<file path="config.mk">
export PLATFORM = sky130hd
export DESIGN_NAME = gato_nxn_engine
export DESIGN_NICKNAME = d
export VERILOG_FILES = /design/src/rtl/gato_pkg.sv /design/src/rtl/gato_line_check.sv /design/src/rtl/gato_nxn_engine.sv
export SDC_FILE = /design/constraint.sdc
export NUM_CORES = 1
export LEC_CHECK = 0
export CORE_MARGIN = 2
export CORE_UTILIZATION = 53
export CTS_CLUSTER_DIAMETER = 40
export DETAILED_ROUTE_END_ITERATION = 10
export PLACE_DENSITY = 0.8
export SLEW_MARGIN = 5
export SYNTH_ARGS = -nofsm -noshare
export SYNTH_HDL_FRONTEND = slang
export SYNTH_SLANG_ARGS = --single-unit
</file>
<file path="constraint.sdc">
create_clock -name clk_100MHz -period 2.7 [get_ports clk_100MHz]
set_input_delay 0.54 -clock clk_100MHz [delete_from_list [all_inputs] [get_ports clk_100MHz]]
set_output_delay 0.54 -clock clk_100MHz [all_outputs]
set_load 0.05 [all_outputs]
</file>
<file path="src/rtl/gato_pkg.sv">
// Shared types and helpers for the N x N tic-tac-toe engine.
// Line masks are built at elaboration time from the board side.
package gato_pkg;

    typedef enum logic [2:0] {
        START  = 3'd0,
        TURN_X = 3'd1,
        TURN_O = 3'd2,
        CHECK  = 3'd3,
        WIN_X  = 3'd4,
        WIN_O  = 3'd5,
        DRAW   = 3'd6
    } gato_state_t;

    localparam int MAX_N  = 8;
    localparam int MAX_SQ = MAX_N * MAX_N;

    // k < n: row k; k < 2n: column k-n; 2n: main diagonal; 2n+1: anti-diagonal
    function automatic logic [MAX_SQ-1:0] line_mask(input int n, input int k);
        logic [MAX_SQ-1:0] m;
        m = '0;
        for (int i = 0; i < n; i++) begin
            if (k < n)
                m[k*n + i] = 1'b1;
            else if (k < 2*n)
                m[i*n + (k - n)] = 1'b1;
            else if (k == 2*n)
                m[i*n + i] = 1'b1;
            else
                m[i*n + (n - 1 - i)] = 1'b1;
        end
        return m;
    endfunction

endpackage

</file>
<file path="src/rtl/gato_line_check.sv">
// Combinational full-line detector: any row, column or diagonal
// completely owned by the given board.
module gato_line_check
    import gato_pkg::*;
#(
    parameter int N = 3
) (
    input  logic [N*N-1:0] i_board,
    output logic           o_win
);

    localparam int NL = 2*N + 2;

    logic [NL-1:0] w_hit;

    for (genvar k = 0; k < NL; k++) begin : g_line
        localparam logic [MAX_SQ-1:0] FULL_MASK = line_mask(N, k);
        localparam logic [N*N-1:0]    MASK      = FULL_MASK[N*N-1:0];
        assign w_hit[k] = (i_board & MASK) == MASK;
    end

    assign o_win = |w_hit;

endmodule

</file>
<file path="src/rtl/gato_nxn_engine.sv">
// N x N tic-tac-toe round engine: board registers, turn FSM,
// per-turn timeout with auto-placement and saturating scores.
module gato_nxn_engine
    import gato_pkg::*;
#(
    parameter int N             = 3,
    parameter int SCORE_W       = 4,
    parameter int TIMEOUT_TICKS = 10,
    parameter int TMR_W         = 4
) (
    input  logic               clk_100MHz,
    input  logic               reset,
    input  logic               tick,
    input  logic               restart,
    input  logic               erase,
    input  logic               randomClick,
    input  logic [N*N-1:0]     cuadro,
    output logic [N*N-1:0]     x,
    output logic [N*N-1:0]     o,
    output logic [2:0]         state,
    output logic               turnoX,
    output logic               displayStartPlaying,
    output logic               displayGanadorX,
    output logic               displayGanadorO,
    output logic               displayEmpate,
    output logic [SCORE_W-1:0] score_x,
    output logic [SCORE_W-1:0] score_o,
    output logic               auto_move
);

    localparam int                 SQ        = N * N;
    localparam logic [SQ-1:0]      SQ_ONE    = SQ'(1);
    localparam logic [SCORE_W-1:0] SCORE_MAX = '1;
    localparam logic [TMR_W-1:0]   TMR_LAST  = TMR_W'(TIMEOUT_TICKS - 1);
    localparam logic [TMR_W-1:0]   TMR_ONE   = TMR_W'(1);

    function automatic logic [SQ-1:0] lowest_bit(input logic [SQ-1:0] v);
        return v & (~v + SQ_ONE);
    endfunction

    gato_state_t        r_state, w_state_nx;
    logic [SQ-1:0]      r_x, r_o, r_prev, w_x_nx, w_o_nx;
    logic [SCORE_W-1:0] r_sx, r_so, w_sx_nx, w_so_nx;
    logic [TMR_W-1:0]   r_timer, w_timer_nx;
    logic               r_starter_x, w_starter_nx;
    logic               r_mover_x, w_mover_nx;
    logic               r_auto, w_auto_nx;
    logic [SQ-1:0]      w_occ, w_cand, w_pick, w_mover_board;
    logic               w_win, w_full, w_terminal, w_do_auto;

    assign w_occ         = r_x | r_o;
    assign w_full        = &w_occ;
    assign w_cand        = cuadro & ~r_prev & ~w_occ;
    assign w_do_auto     = randomClick || (w_cand == '0 && r_timer == TMR_LAST);
    assign w_pick        = (!randomClick && w_cand != '0) ? lowest_bit(w_cand)
                                                          : lowest_bit(~w_occ);
    assign w_terminal    = r_state inside {WIN_X, WIN_O, DRAW};
    assign w_mover_board = r_mover_x ? r_x : r_o;

    gato_line_check #(.N(N)) u_line (
        .i_board (w_mover_board),
        .o_win   (w_win)
    );

    always_ff @(posedge clk_100MHz or negedge reset) begin
        if (!reset)
            r_state <= START;
        else if (tick)
            r_state <= w_state_nx;
    end

    always_comb begin
        w_state_nx   = r_state;
        w_x_nx       = r_x;
        w_o_nx       = r_o;
        w_sx_nx      = r_sx;
        w_so_nx      = r_so;
        w_timer_nx   = r_timer;
        w_starter_nx = r_starter_x;
        w_mover_nx   = r_mover_x;
        w_auto_nx    = 1'b0;
        if (erase) begin
            w_state_nx   = START;
            w_x_nx       = '0;
            w_o_nx       = '0;
            w_sx_nx      = '0;
            w_so_nx      = '0;
            w_timer_nx   = '0;
            w_starter_nx = 1'b1;
        end else if (restart) begin
            w_state_nx = START;
            w_x_nx     = '0;
            w_o_nx     = '0;
            w_timer_nx = '0;
            // Alternate the opening player only when a round actually ended
            if (w_terminal)
                w_starter_nx = ~r_starter_x;
        end else begin
            unique case (r_state)
                START: begin
                    w_state_nx = r_starter_x ? TURN_X : TURN_O;
                    w_mover_nx = r_starter_x;
                    w_timer_nx = '0;
                end
                TURN_X, TURN_O: begin
                    w_mover_nx = (r_state == TURN_X);
                    if (w_cand != '0 || w_do_auto) begin
                        if (r_state == TURN_X)
                            w_x_nx = r_x | w_pick;
                        else
                            w_o_nx = r_o | w_pick;
                        w_auto_nx  = w_do_auto;
                        w_state_nx = CHECK;
                    end else begin
                        w_timer_nx = r_timer + TMR_ONE;
                    end
                end
                CHECK: begin
                    if (w_win) begin
                        if (r_mover_x) begin
                            w_state_nx = WIN_X;
                            if (r_sx != SCORE_MAX)
                                w_sx_nx = r_sx + 1'b1;
                        end else begin
                            w_state_nx = WIN_O;
                            if (r_so != SCORE_MAX)
                                w_so_nx = r_so + 1'b1;
                        end
                    end else if (w_full) begin
                        w_state_nx = DRAW;
                    end else begin
                        w_state_nx = r_mover_x ? TURN_O : TURN_X;
                        w_timer_nx = '0;
                    end
                end
                WIN_X, WIN_O, DRAW: ;
                default: w_state_nx = START;
            endcase
        end
    end

    always_ff @(posedge clk_100MHz or negedge reset) begin
        if (!reset) begin
            r_x         <= '0;
            r_o         <= '0;
            r_prev      <= '0;
            r_sx        <= '0;
            r_so        <= '0;
            r_timer     <= '0;
            r_starter_x <= 1'b1;
            r_mover_x   <= 1'b1;
            r_auto      <= 1'b0;
        end else if (tick) begin
            r_x         <= w_x_nx;
            r_o         <= w_o_nx;
            r_prev      <= cuadro;
            r_sx        <= w_sx_nx;
            r_so        <= w_so_nx;
            r_timer     <= w_timer_nx;
            r_starter_x <= w_starter_nx;
            r_mover_x   <= w_mover_nx;
            r_auto      <= w_auto_nx;
        end
    end

    always_comb begin
        displayStartPlaying = (r_state == START);
        displayGanadorX     = (r_state == WIN_X);
        displayGanadorO     = (r_state == WIN_O);
        displayEmpate       = (r_state == DRAW);
        turnoX              = r_mover_x;
        unique case (r_state)
            START:   turnoX = r_starter_x;
            TURN_X:  turnoX = 1'b1;
            TURN_O:  turnoX = 1'b0;
            default: turnoX = r_mover_x;
        endcase
    end

    assign x         = r_x;
    assign o         = r_o;
    assign state     = r_state;
    assign score_x   = r_sx;
    assign score_o   = r_so;
    assign auto_move = r_auto;

endmodule

</file>
==> impl_results.md, run 1 <==
- Run status: finished clean
- Endpoints failing setup: 0
- Rows: 26
- Internal Power: approximately 1.3 mW
- Die width: a little under 80 um
- Post-detailed-placement cell area: 0.00352 mm^2
- Final worst path period need: between 2 and 3 ns
- Count of hold-fix buffers inserted at cts: 0
- Fill cell count: 406
- Place WS: -0.0135 ns
- Pwr per Cell Area: 592 mW/mm^2
- Critical path, cell by cell: nand2b_1, a21oi_1, clkdlybuf4s50_1
- Destination of the worst register-to-register timing path: r_timer[2]
- DPL Wire Length: 5520 um
- Footprint of the multi-input gates: between 0.0015 and 0.002 mm^2
- Full die area: 0.00610 mm^2
- Worst min path class: input port to async pin
- Area growth, synth to finish: 25.1%
- Worst-Skew Late Latency: around 0.30 ns
- Ys async rst share: 100%
- Final design instance area without fill: 0.00364 mm^2
- Switching power: 0.816 mW
- Clock group share of total power: between 20% and 30%
- Total number of vias: approximately 2,700
- Maximum vdd ir drop: ~0.00028 V
- Post-CTS Setup Repair Bufs: 0
- Count of final max-slew check failures: 0
- Maximum frequency from static timing analysis: 384 MHz
- Initial cell density of the core: 55.9%
- Combinational share of power: 35.2%
- Count of routing violations after the opening detailed-route iteration: 240
- Number of buffers inserted by port buffering: 49
- Total standard cell area after synthesis: 0.00291 mm^2
- Crit path largest cell delay: 0.83 ns
- Reg2Reg Setup Slack: roughly 0.35 ns
- Synth top area share: 37.0%
- Synth top area cells: sky130_fd_sc_hd__dfrtp_1 (37%), sky130_fd_sc_hd__nor2_1 (4.4%), sky130_fd_sc_hd__mux2_2 (3.9%)
- Sequential cell area fraction in the yosys report: roughly two fifths
- Static leakage: 1.51 nW
- Worst-case reg-to-reg path depth: 7
- R2R Path Start: x[0]
- Core area: roughly 0.0052 mm^2
- Routed length per placed instance: 17.4 um
- Number of maximum-capacitance constraint violations: 0
- Period Utilization, post-route: 96.5%
- Net total in the final layout: 374
- All-Layer GR Usage: 26.0%
- Arrival time worst endpoint: 2.07 ns
- Switching share of power: 37.9%
- Skew final: 0.00529 ns
- Worst endpoint required time: 2.16 ns
- Remaining max-slew budget at the tightest pin: approximately 64%
- Sequential fraction of design power: between 40% and 50%
- Vias per inst: around 6.3
- Inserted Diodes: 0
- Mapped Cells: 298
- H-Tree Level Count: 2
- Maximum fanout along the worst path: 14
- Clock buffer depth: 2
- Least-Margin Pin Slew: approximately 0.53 ns
- Final hold violations: 0
- Number of sinks on the clock net: between 40 and 50
- Vias in the first global route: between 2,000 and 2,500
- Average cell area after synthesis: roughly 9.8 um^2
- TritonCTS clock tree: yes
- Net Count, Synth: 317
- Post-detailed-route DRC marker count: 0
- Final routed wirelength across all metal layers: 7430 um
- Maximum number of pins on one net before global-route repair: 24
- Clk Tree Root Cell: sky130_fd_sc_hd__clkbuf_8
- Unique masters post-synth: 74
- Routed Antenna Nets: 0
- TritonRoute pass-1 iters: 5
- First-pass GRT wire length: 12,600 um
- Die height: between 70 and 80 um
- Number of enable-type register cells in the synthesized netlist: 0
- RSZ-0062 raised after global routing: false
- Remaining global-route overflow: 0
- Cell taking the most area after synthesis: sky130_fd_sc_hd__dfrtp_1
- Io pins: 50
- Setup slack after layout: 0.0932 ns
- Design Power: between 2 and 2.5 mW
- Register cell area after layout: 0.00113 mm^2
- Share of post-route cells with drive strength above 1: between 15 and 20%
- Sort of element at the start of the critical path: flip-flop
- Setup TNS after final layout: 0 ns
- Nature of the critical path endpoint: primary output
- Clock transition at the registers of the reported paths: 0.09 ns
- Flops & latches, synth: 45
- Number of gates resized after CTS: 0
- Inserted Clock Buffers: 5
- Count of synthesis-stage warnings from yosys: 0
- Antenna violations before repair: 0
- Critical path start-end classification: flip-flop to primary output
- Routability congestion estimate: roughly 0.91
- Cell at the slowest stage of the critical path: sky130_fd_sc_hd__clkdlybuf4s50_1
- Most frequently used flop master after synthesis: sky130_fd_sc_hd__dfrtp_1
==> kinds of logic (layout without fill, tap and decap cells) <==
| logic type | count (synthesis) | after routing | share of synthesized area (%) |
|---|---|---|---|
| flops | 45 | 45 | 38.8 |
| fa+ha+maj | 4 | 4 | 1.72 |
| simple gates | 125 | 125 | 25.7 |
| compound gates | 88 | 88 | 25.1 |
| xor+xnor | 1 | 1 | 0.301 |
| mux | 12 | 12 | 4.73 |
| buf+inv | 23 | 81 | 3.70 |
==> per-layer routing <==
metal  track usage [%]  share of wire, %  vias up
li1                  -                 -     1243
met1              38.4                45     1299
met2              39.7                47      115
met3              4.48               6.9       12
met4              6.84               1.2        0
met5                 0                 0        -
==> critical path, delay by kind of cell (launching register included) <==
kind                   cells  cell delay [ns]
AOI/OAI and AO/OA          1             0.17
buffers and inverters      1             0.83
DFF                        1             0.54
and+or+nand+nor            1             0.23
==> power groups by stage <==
stage	Sequential, mW	Clock [mW]	Combinational (mW)
after floorplan	0.978	0	0.406
after global placement	0.870	0	0.742
after detailed placement	0.873	0	0.755
after CTS	0.860	0.542	0.757
after global routing	0.878	0.573	0.811
final	0.861	0.536	0.759
==> cell type report <==
class / count / area share [%]
inverter: 9 / 0.928
tap: 70 / 2.41
clock buffer: 7 / 2.37
timing repair buffer: 64 / 16.4
multi-input combinational: 230 / 46.0
clock inverter: 1 / 0.825
sequential: 45 / 31.0
==> stage by stage <==
step | std cells | util (%) | hold WS, ns
final | 426 | 70.0 | 0.194
after global routing | 426 | 70.0 | 0.248
after CTS | 426 | 69.9 | 0.204
after detailed placement | 418 | 67.7 | 0.486
after global placement | 418 | 67.7 | 0.481
after floorplan | 298 | - | 0.244
==> worst max-delay path by stage <==
stage	start	to	slack (ns)	cells after the start
floorplan	state[2]	displayGanadorO	0.0008	2
global placement	cuadro[3]	o[8]	0.02	7
detailed placement	cuadro[8]	x[4]	-0.01	7
CTS	state[2]	turnoX	0.10	3
global route	state[0]	displayGanadorO	0.003	3
finish	state[1]	turnoX	0.09	3
==> synth_stat cells (all sizes together), types with 3 or more instances <==
| cell type | number |
|---|---|
| a21oi | 16 |
| a22o | 8 |
| a31oi | 7 |
| buf | 8 |
| clkbuf | 6 |
| dfrtp | 43 |
| ha | 4 |
| inv | 9 |
| mux2 | 11 |
| nand2 | 20 |
| nand2b | 8 |
| nand3 | 12 |
| nand3b | 4 |
| nand4 | 4 |
| nor2 | 34 |
| nor2b | 4 |
| nor3 | 7 |
| nor3b | 9 |
| o211ai | 4 |
| o21a | 6 |
| o21ai | 12 |
| o22a | 3 |
| o22ai | 7 |
| o311ai | 3 |
| o31ai | 3 |
| or2 | 3 |
| or4b | 8 |
==> state kept, by name, indices dropped and copies added (netlist names) <==
signal       count
o                9
r_prev           9
x                9
r_timer          4
score_o          4
score_x          4
state            3
auto_move        1
r_mover_x        1
r_starter_x      1
==> layout by cell type, fill, tap and decap left out, types with 4 or more instances in the layout <==
master                            count
sky130_fd_sc_hd__ha_1                 4
sky130_fd_sc_hd__a22o_1               8
sky130_fd_sc_hd__nand2_1             20
sky130_fd_sc_hd__inv_1                9
sky130_fd_sc_hd__or4b_1               4
sky130_fd_sc_hd__nand3b_1             4
sky130_fd_sc_hd__nor2_1              34
sky130_fd_sc_hd__o21ai_0             11
sky130_fd_sc_hd__buf_4               15
sky130_fd_sc_hd__a21oi_1             16
sky130_fd_sc_hd__clkbuf_8             6
sky130_fd_sc_hd__clkdlybuf4s50_1     48
sky130_fd_sc_hd__nor2b_1              4
sky130_fd_sc_hd__o21a_1               6
sky130_fd_sc_hd__mux2_2              10
sky130_fd_sc_hd__nor3b_1              6
sky130_fd_sc_hd__o22ai_1              4
sky130_fd_sc_hd__dfrtp_1             42
sky130_fd_sc_hd__nor3_1               7
sky130_fd_sc_hd__a31oi_1              6
sky130_fd_sc_hd__nand2b_1             8
sky130_fd_sc_hd__nand3_1             12
(Power assumes the default switching activity.)
==> run 2, diff against run 1 <==
--- a/config.mk
+++ b/config.mk
@@ -5,11 +5,13 @@
 export SDC_FILE = /design/constraint.sdc
 export NUM_CORES = 1
 export LEC_CHECK = 0
+export CELL_PAD_IN_SITES_DETAIL_PLACEMENT = 1
+export CELL_PAD_IN_SITES_GLOBAL_PLACEMENT = 2
 export CORE_MARGIN = 2
-export CORE_UTILIZATION = 53
+export CORE_UTILIZATION = 33
 export CTS_CLUSTER_DIAMETER = 40
 export DETAILED_ROUTE_END_ITERATION = 10
-export PLACE_DENSITY = 0.8
+export PLACE_DENSITY_LB_ADDON = 0.1
 export SLEW_MARGIN = 5
 export SYNTH_ARGS = -nofsm -noshare
 export SYNTH_HDL_FRONTEND = slang
==> run 2 against run 1 <==
  * Sequential power increased by 0.6%
  * Highest routed layer unchanged
  * Global-route usage is 5.4 points lower
  * Utilization decreased by 26 points
  * Critical path depth unchanged
  * Sequential share of layout area fell by 0.97 points
  * Maximum frequency grew 1.8%
  * Register-to-register slack lost 0.14 ns
  * Combinational power is 4.7% higher
  * Count of clock-buffer cells in the layout is the same
  * Design area is 3.2% higher
==> impl_results.md, run 2 (same netlist as run 1, synthesis figures left out) <==
- Maximum fanout along the worst path: 9 (was 14)
- Remaining max-slew budget at the tightest pin: 65.6% (was 64.4%)
- Rows: 34 (was 26)
- Maximum number of pins on one net before global-route repair: 20 (was 24)
- TritonRoute pass-1 iters: 4 (was 5)
- Number of buffers inserted by port buffering: 49 (unchanged)
- Inserted Clock Buffers: 5 (unchanged)
- Final routed wirelength across all metal layers: 9420 um (was 7430 um)
- Die height: 97.9 um (was 78.1 um)
- Full die area: 0.00959 mm^2 (was 0.00610 mm^2)
- Die width: 97.9 um (was 78.1 um)
- Count of routing violations after the opening detailed-route iteration: 50 (was 240)
- Highest-count cells in the layout ignoring fill and taps: sky130_fd_sc_hd__clkdlybuf4s50_1 (47), sky130_fd_sc_hd__dfrtp_1 (42), sky130_fd_sc_hd__nor2_1 (34) (was sky130_fd_sc_hd__clkdlybuf4s50_1 (48), sky130_fd_sc_hd__dfrtp_1 (42), sky130_fd_sc_hd__nor2_1 (34))
- Reg2Reg Setup Slack: 0.21 ns (was 0.35 ns)
- Nature of the critical path endpoint: primary output (unchanged)
- Fill cell count: 1,009 (was 406)
- Maximum frequency from static timing analysis: 391 MHz (was 384 MHz)
- RSZ-0062 raised after global routing: false (unchanged)
- Skew final: 0.00936 ns (was 0.00529 ns)
- Remaining global-route overflow: 0 (unchanged)
- Sort of element at the start of the critical path: flip-flop (unchanged)
- Destination of the worst register-to-register timing path: r_timer[2] (unchanged)
- Antenna violations before repair: 0 (unchanged)
- Run status: finished clean (unchanged)
- Most used routing layer in global routing: met2 (unchanged)
- Worst min path class: input port to async pin (unchanged)
- Total number of vias: 2,691 (was 2,669)
- Period Utilization, post-route: 94.8% (was 96.5%)
- Final hold slack: 0.173 ns (was 0.194 ns)
- Number of maximum-capacitance constraint violations: 0 (unchanged)
- Pwr per Cell Area: 572 mW/mm^2 (was 592 mW/mm^2)
- Post-detailed-route DRC marker count: 0 (unchanged)
- Vias in the first global route: 2,929 (was 2,495)
- Design Power: 2.15 mW (was 2.16 mW)
- Commonest non-fill, non-tap cell in the layout: sky130_fd_sc_hd__clkdlybuf4s50_1 (unchanged)
- Final design instance area without fill: 0.00376 mm^2 (was 0.00364 mm^2)
- Clock buffer depth: 2 (unchanged)
- Area growth, synth to finish: 29.1% (was 25.1%)
- Clk Tree Root Cell: sky130_fd_sc_hd__clkbuf_8 (unchanged)
- Routed length per placed instance: 19.8 um (was 17.4 um)
- Worst-Skew Late Latency: 0.31 ns (was 0.30 ns)
- Met2 Track Usage GR: 37.6% (was 39.7%)
- Number of sinks on the clock net: 45 (unchanged)
- Routed Antenna Nets: 0 (unchanged)
- Inserted Diodes: 0 (unchanged)
- Net total in the final layout: 385 (was 374)
- DPL Wire Length: 7070 um (was 5520 um)
- Post-CTS Setup Repair Bufs: 0 (unchanged)
- Worst-case reg-to-reg path depth: 7 (unchanged)
- All-Layer GR Usage: 20.6% (was 26.0%)
- TritonCTS clock tree: yes (unchanged)
- Count of final max-slew check failures: 0 (unchanged)
- Worst endpoint required time: 2.16 ns (about the same)
- First-pass GRT wire length: 15,800 um (was 12,600 um)
- Final hold violations: 0 (unchanged)
- Routability congestion estimate: 0.810 (was 0.913)
- R2R Path Start: x[0] (unchanged)
- Core area: 0.00864 mm^2 (was 0.00520 mm^2)
- Initial cell density of the core: 33.7% (was 55.9%)
- Fraction of met1 tracks used by global routing: 26.2% (was 38.4%)
- Clock transition at the registers of the reported paths: 0.09 ns (about the same)
- Static leakage: 1.56 nW (was 1.51 nW)
- Vias per inst: 5.67 (was 6.27)
- Endpoints failing setup: 0 (unchanged)
- H-Tree Level Count: 2 (unchanged)
- Arrival time worst endpoint: 2.02 ns (was 2.07 ns)
- Final worst path period need: 2.56 ns (was 2.61 ns)
- Io pins: 50 (unchanged)
- Critical path start-end classification: flip-flop to primary output (unchanged)
- Post-detailed-placement cell area: 0.00365 mm^2 (was 0.00352 mm^2)
- Maximum vdd ir drop: 0.000318 V (was 0.000281 V)
- Share of post-route cells with drive strength above 1: 20.4% (was 17.7%)
- Grt met3 use: 2.51% (was 4.48%)
- Least-Margin Pin Slew: 0.509 ns (was 0.532 ns)
[run 2: changes by cell type in the layout (fill, tap and decap cells not counted)]
| cell | change |
|---|---|
| sky130_fd_sc_hd__dlymetal6s2s_1 | +1 |
| sky130_fd_sc_hd__clkbuf_1 | -1 |
| sky130_fd_sc_hd__clkinv_2 | +1 |
| sky130_fd_sc_hd__bufinv_16 | -1 |
| sky130_fd_sc_hd__clkdlybuf4s50_1 | -1 |
| sky130_fd_sc_hd__buf_4 | +11 |
| sky130_fd_sc_hd__clkbuf_8 | +1 |
[run 2: layer usage]
layer  wire length, um  share of wire (%)
met3               235                2.5
met5                 0                  0
met2              4800                 51
met4                89               0.95
met1              4290                 46
[run 2: final cells by class]
type	instances	area, um^2	share of cell area (%)
Multi-Input combinational cell	230	1680	44.6
Sequential cell	45	1130	30.1
Timing Repair Buffer	75	683	18.2
Tap cell	108	135	3.60
Clock buffer	7	96.3	2.56
Inverter	9	33.8	0.899
Clock inverter	1	5.00	0.133
[run 2: critical path, cell delays in order, from the launching register on]
cell,delay [ns]
sky130_fd_sc_hd__dfrtp_1,0.53
sky130_fd_sc_hd__inv_1,0.15
sky130_fd_sc_hd__nor3b_1,0.20
sky130_fd_sc_hd__clkdlybuf4s50_1,0.83
[run 2: how the worst max path moves through the flow]
stage,startpoint,endpoint,slack (ns)
final,state[0],displayGanadorO,0.14
after global routing,state[0],displayGanadorO,0.03
after floorplan,state[2],displayGanadorO,0.0008
after global placement,cuadro[8],x[1],0.02
after CTS,state[2],turnoX,0.02
after detailed placement,cuadro[8],o[4],-0.01
[run 2: report_power, final]
| part | internal [mW] | leakage, nW | total, mW | switching [mW] |
|---|---|---|---|---|
| logic | 0.310 | 0.919 | 0.795 | 0.485 |
| registers | 0.744 | 0.591 | 0.866 | 0.122 |
| clock network | 0.232 | 0.0542 | 0.488 | 0.256 |
[run 2: per-stage QoR]
| step | TNS, ns | util (%) | cells | worst slack (ns) |
|---|---|---|---|---|
| after global placement | 0 | 42.3 | 467 | 0.0223 |
| after global routing | 0 | 43.5 | 475 | 0.0330 |
| after detailed placement | -0.0118 | 42.3 | 467 | -0.0108 |
| final | 0 | 43.5 | 475 | 0.140 |
| after floorplan | 0 | - | 298 | 0.000766 |
| after CTS | 0 | 43.5 | 475 | 0.0151 |
[run 2: repair_timing]
item	in CTS	in global routing
hold buffers	0	0
resized for setup	0	2
setup endpoints to repair	0	2
==> run 3, diff against run 2 <==
--- a/config.mk
+++ b/config.mk
@@ -8,9 +8,10 @@
 export CELL_PAD_IN_SITES_DETAIL_PLACEMENT = 1
 export CELL_PAD_IN_SITES_GLOBAL_PLACEMENT = 2
 export CORE_MARGIN = 2
-export CORE_UTILIZATION = 33
+export CORE_UTILIZATION = 40
 export CTS_CLUSTER_DIAMETER = 40
 export DETAILED_ROUTE_END_ITERATION = 10
+export DONT_BUFFER_PORTS = 1
 export PLACE_DENSITY_LB_ADDON = 0.1
 export SLEW_MARGIN = 5
 export SYNTH_ARGS = -nofsm -noshare
==> run 3 against run 2 <==
  * First-iteration DRC count rose by 50%
  * Maximum frequency up 7.6%
  * Utilization increased by 3.4 points
  * Flip-flop and latch count is the same
  * Worst setup slack improved by 0.18 ns
  * Worst hold slack worse by 0.11 ns
  * Cell count fell by 11%
  * Combinational power decreased by 17%
  * Power decreased by 2.7%
  * Sequential share of layout area is 3.7 points higher
  * Critical path type is now flip-flop to flip-flop
  * Largest power group unchanged
==> impl_results.md, run 3 (same netlist as run 1, synthesis figures left out) <==
- Clk Tree Root Cell: sky130_fd_sc_hd__clkbuf_8 (unchanged)
- Worst min path class: input port to async pin (unchanged)
- Skew final: 0.0123 ns (was 0.00936 ns)
- TritonCTS clock tree: yes (unchanged)
- Vias in the first global route: 2,561 (was 2,929)
- Worst-Skew Late Latency: 0.31 ns (about the same)
- Total number of vias: 2,523 (was 2,691)
- Run status: finished clean (unchanged)
- Post-detailed-route DRC marker count: 0 (unchanged)
- Commonest non-fill, non-tap cell in the layout: sky130_fd_sc_hd__dfrtp_1 (was sky130_fd_sc_hd__clkdlybuf4s50_1)
- Worst endpoint required time: 2.95 ns (was 2.16 ns)
- DPL Wire Length: 6240 um (was 7070 um)
- Count of routing violations after the opening detailed-route iteration: 75 (was 50)
- Highest-count cells in the layout ignoring fill and taps: sky130_fd_sc_hd__dfrtp_1 (43), sky130_fd_sc_hd__nor2_1 (34), sky130_fd_sc_hd__buf_4 (31) (was sky130_fd_sc_hd__clkdlybuf4s50_1 (47), sky130_fd_sc_hd__dfrtp_1 (42), sky130_fd_sc_hd__nor2_1 (34))
- Maximum vdd ir drop: 0.000268 V (was 0.000318 V)
- Routed length per placed instance: 20.4 um (was 19.8 um)
- Post-CTS Setup Repair Bufs: 0 (unchanged)
- Net total in the final layout: 342 (was 385)
- Arrival time worst endpoint: 2.63 ns (was 2.02 ns)
- H-Tree Level Count: 2 (unchanged)
- Antenna violations before repair: 0 (unchanged)
- Design Power: 2.09 mW (was 2.15 mW)
- All-Layer GR Usage: 23.1% (was 20.6%)
- Clock transition at the registers of the reported paths: 0.10 ns (was 0.09 ns)
- Vias per inst: 5.96 (was 5.67)
- Die height: 89.3 um (was 97.9 um)
- RSZ-0062 raised after global routing: false (unchanged)
- Remaining max-slew budget at the tightest pin: 57.8% (was 65.6%)
- Initial cell density of the core: 40.8% (was 33.7%)
- Rows: 31 (was 34)
- Reg2Reg Setup Slack: 0.32 ns (was 0.21 ns)
- Setup TNS after final layout: 0 ns (unchanged)
- Destination of the worst register-to-register timing path: x[6] (was r_timer[2])
- Full die area: 0.00798 mm^2 (was 0.00959 mm^2)
- Final design instance area without fill: 0.00335 mm^2 (was 0.00376 mm^2)
- Maximum fanout along the worst path: 9 (unchanged)
- Least-Margin Pin Slew: 0.633 ns (was 0.509 ns)
- Maximum frequency from static timing analysis: 420 MHz (was 391 MHz)
- Io pins: 50 (unchanged)
- TritonRoute pass-1 iters: 4 (unchanged)
- Final hold violations: 0 (unchanged)
- Endpoints failing setup: 0 (unchanged)
- First-pass GRT wire length: 13,700 um (was 15,800 um)
- Critical path start-end classification: flip-flop to flip-flop (was flip-flop to primary output)
- Routability congestion estimate: 0.827 (was 0.810)
- Remaining global-route overflow: 0 (unchanged)
- Maximum number of pins on one net before global-route repair: 44 (was 20)
- Share of post-route cells with drive strength above 1: 25.0% (was 20.4%)
- Period Utilization, post-route: 88.2% (was 94.8%)
- Inserted Clock Buffers: 5 (unchanged)
- Pwr per Cell Area: 625 mW/mm^2 (was 572 mW/mm^2)
- Number of sinks on the clock net: 45 (unchanged)
- Inserted Diodes: 0 (unchanged)
- Core area: 0.00714 mm^2 (was 0.00864 mm^2)
- Static leakage: 1.43 nW (was 1.56 nW)
- Count of final max-slew check failures: 0 (unchanged)
- Setup slack after layout: 0.320 ns (was 0.140 ns)
- Final worst path period need: 2.38 ns (was 2.56 ns)
- Area growth, synth to finish: 15.0% (was 29.1%)
- Die width: 89.3 um (was 97.9 um)
- Clock buffer depth: 2 (unchanged)
- Sort of element at the start of the critical path: flip-flop (unchanged)
- Post-detailed-placement cell area: 0.00320 mm^2 (was 0.00365 mm^2)
- Number of buffers inserted by port buffering: 0 (was 49)
- Place WS: 0.372 ns (was -0.0108 ns)
- Nature of the critical path endpoint: flip-flop (was primary output)
- Routed Antenna Nets: 0 (unchanged)
- R2R Path Start: o[5] (was x[0])
- Number of maximum-capacitance constraint violations: 0 (unchanged)
- Worst-case reg-to-reg path depth: 6 (was 7)
- Final routed wirelength across all metal layers: 8620 um (was 9420 um)
run 3: cell count changes in the layout (fill, tap and decap cells not counted), sizes merged:
cell           before  now
clkinvlp            0    1
clkdlybuf4s50      47    0
bufinv              0    1
clkbuf              7    5
dlymetal6s2s        1    0
buf                27   32
run 3: power breakdown:
group	switching (mW)	total, mW	internal, mW
clock	0.257	0.534	0.277
combinational	0.425	0.662	0.237
sequential	0.152	0.896	0.743
run 3: how the worst max path moves through the flow:
stage | from | endpoint | cells past startpoint
floorplan | state[2] | displayGanadorO | 2
global placement | cuadro[7] | x[4] | 6
detailed placement | cuadro[8] | x[4] | 6
CTS | x[7] | x[4] | 6
global route | x[7] | x[4] | 6
finish | o[5] | x[6] | 6
run 3: area by class of cell:
type,count,area [um^2]
fillers,865,3790
well taps,99,124
flip-flops and latches,45,1130
repair buffers,32,260
clock inverters,3,46.3
clock buffers,5,68.8
multi-input cells,230,1690
inverters,9,33.8
run 3: metal layers:
metal	vias up	global-route usage, %	share of wire [%]
li1	1179	-	-
met1	1260	30.1	43
met2	64	38.2	50
met3	20	4.25	4.4
met4	0	8.28	2.7
met5	-	0	0
run 3: critical path, stage by stage (launching register included):
cell	delay [ns]
sky130_fd_sc_hd__dfrtp_1	0.50
sky130_fd_sc_hd__or4b_1	0.60
sky130_fd_sc_hd__o2111a_2	0.23
sky130_fd_sc_hd__nand4_2	0.14
sky130_fd_sc_hd__and4b_1	0.47
sky130_fd_sc_hd__nor3b_2	0.25
sky130_fd_sc_hd__o21a_1	0.13
run 3: per-stage QoR:
step,hold WS [ns],instances,utilization [%]
final,0.0656,423,46.9
after global routing,0.0405,423,46.9
after CTS,0.0538,423,46.9
after detailed placement,0.246,414,44.9
after global placement,0.246,414,44.9
after floorplan,0.244,298,-
run 3: repair_timing:
action / 4_1_cts / 5_1_grt
hold endpoints to repair: 43 / 0
hold buffers: 1 / 0
resized for setup: 0 / 0
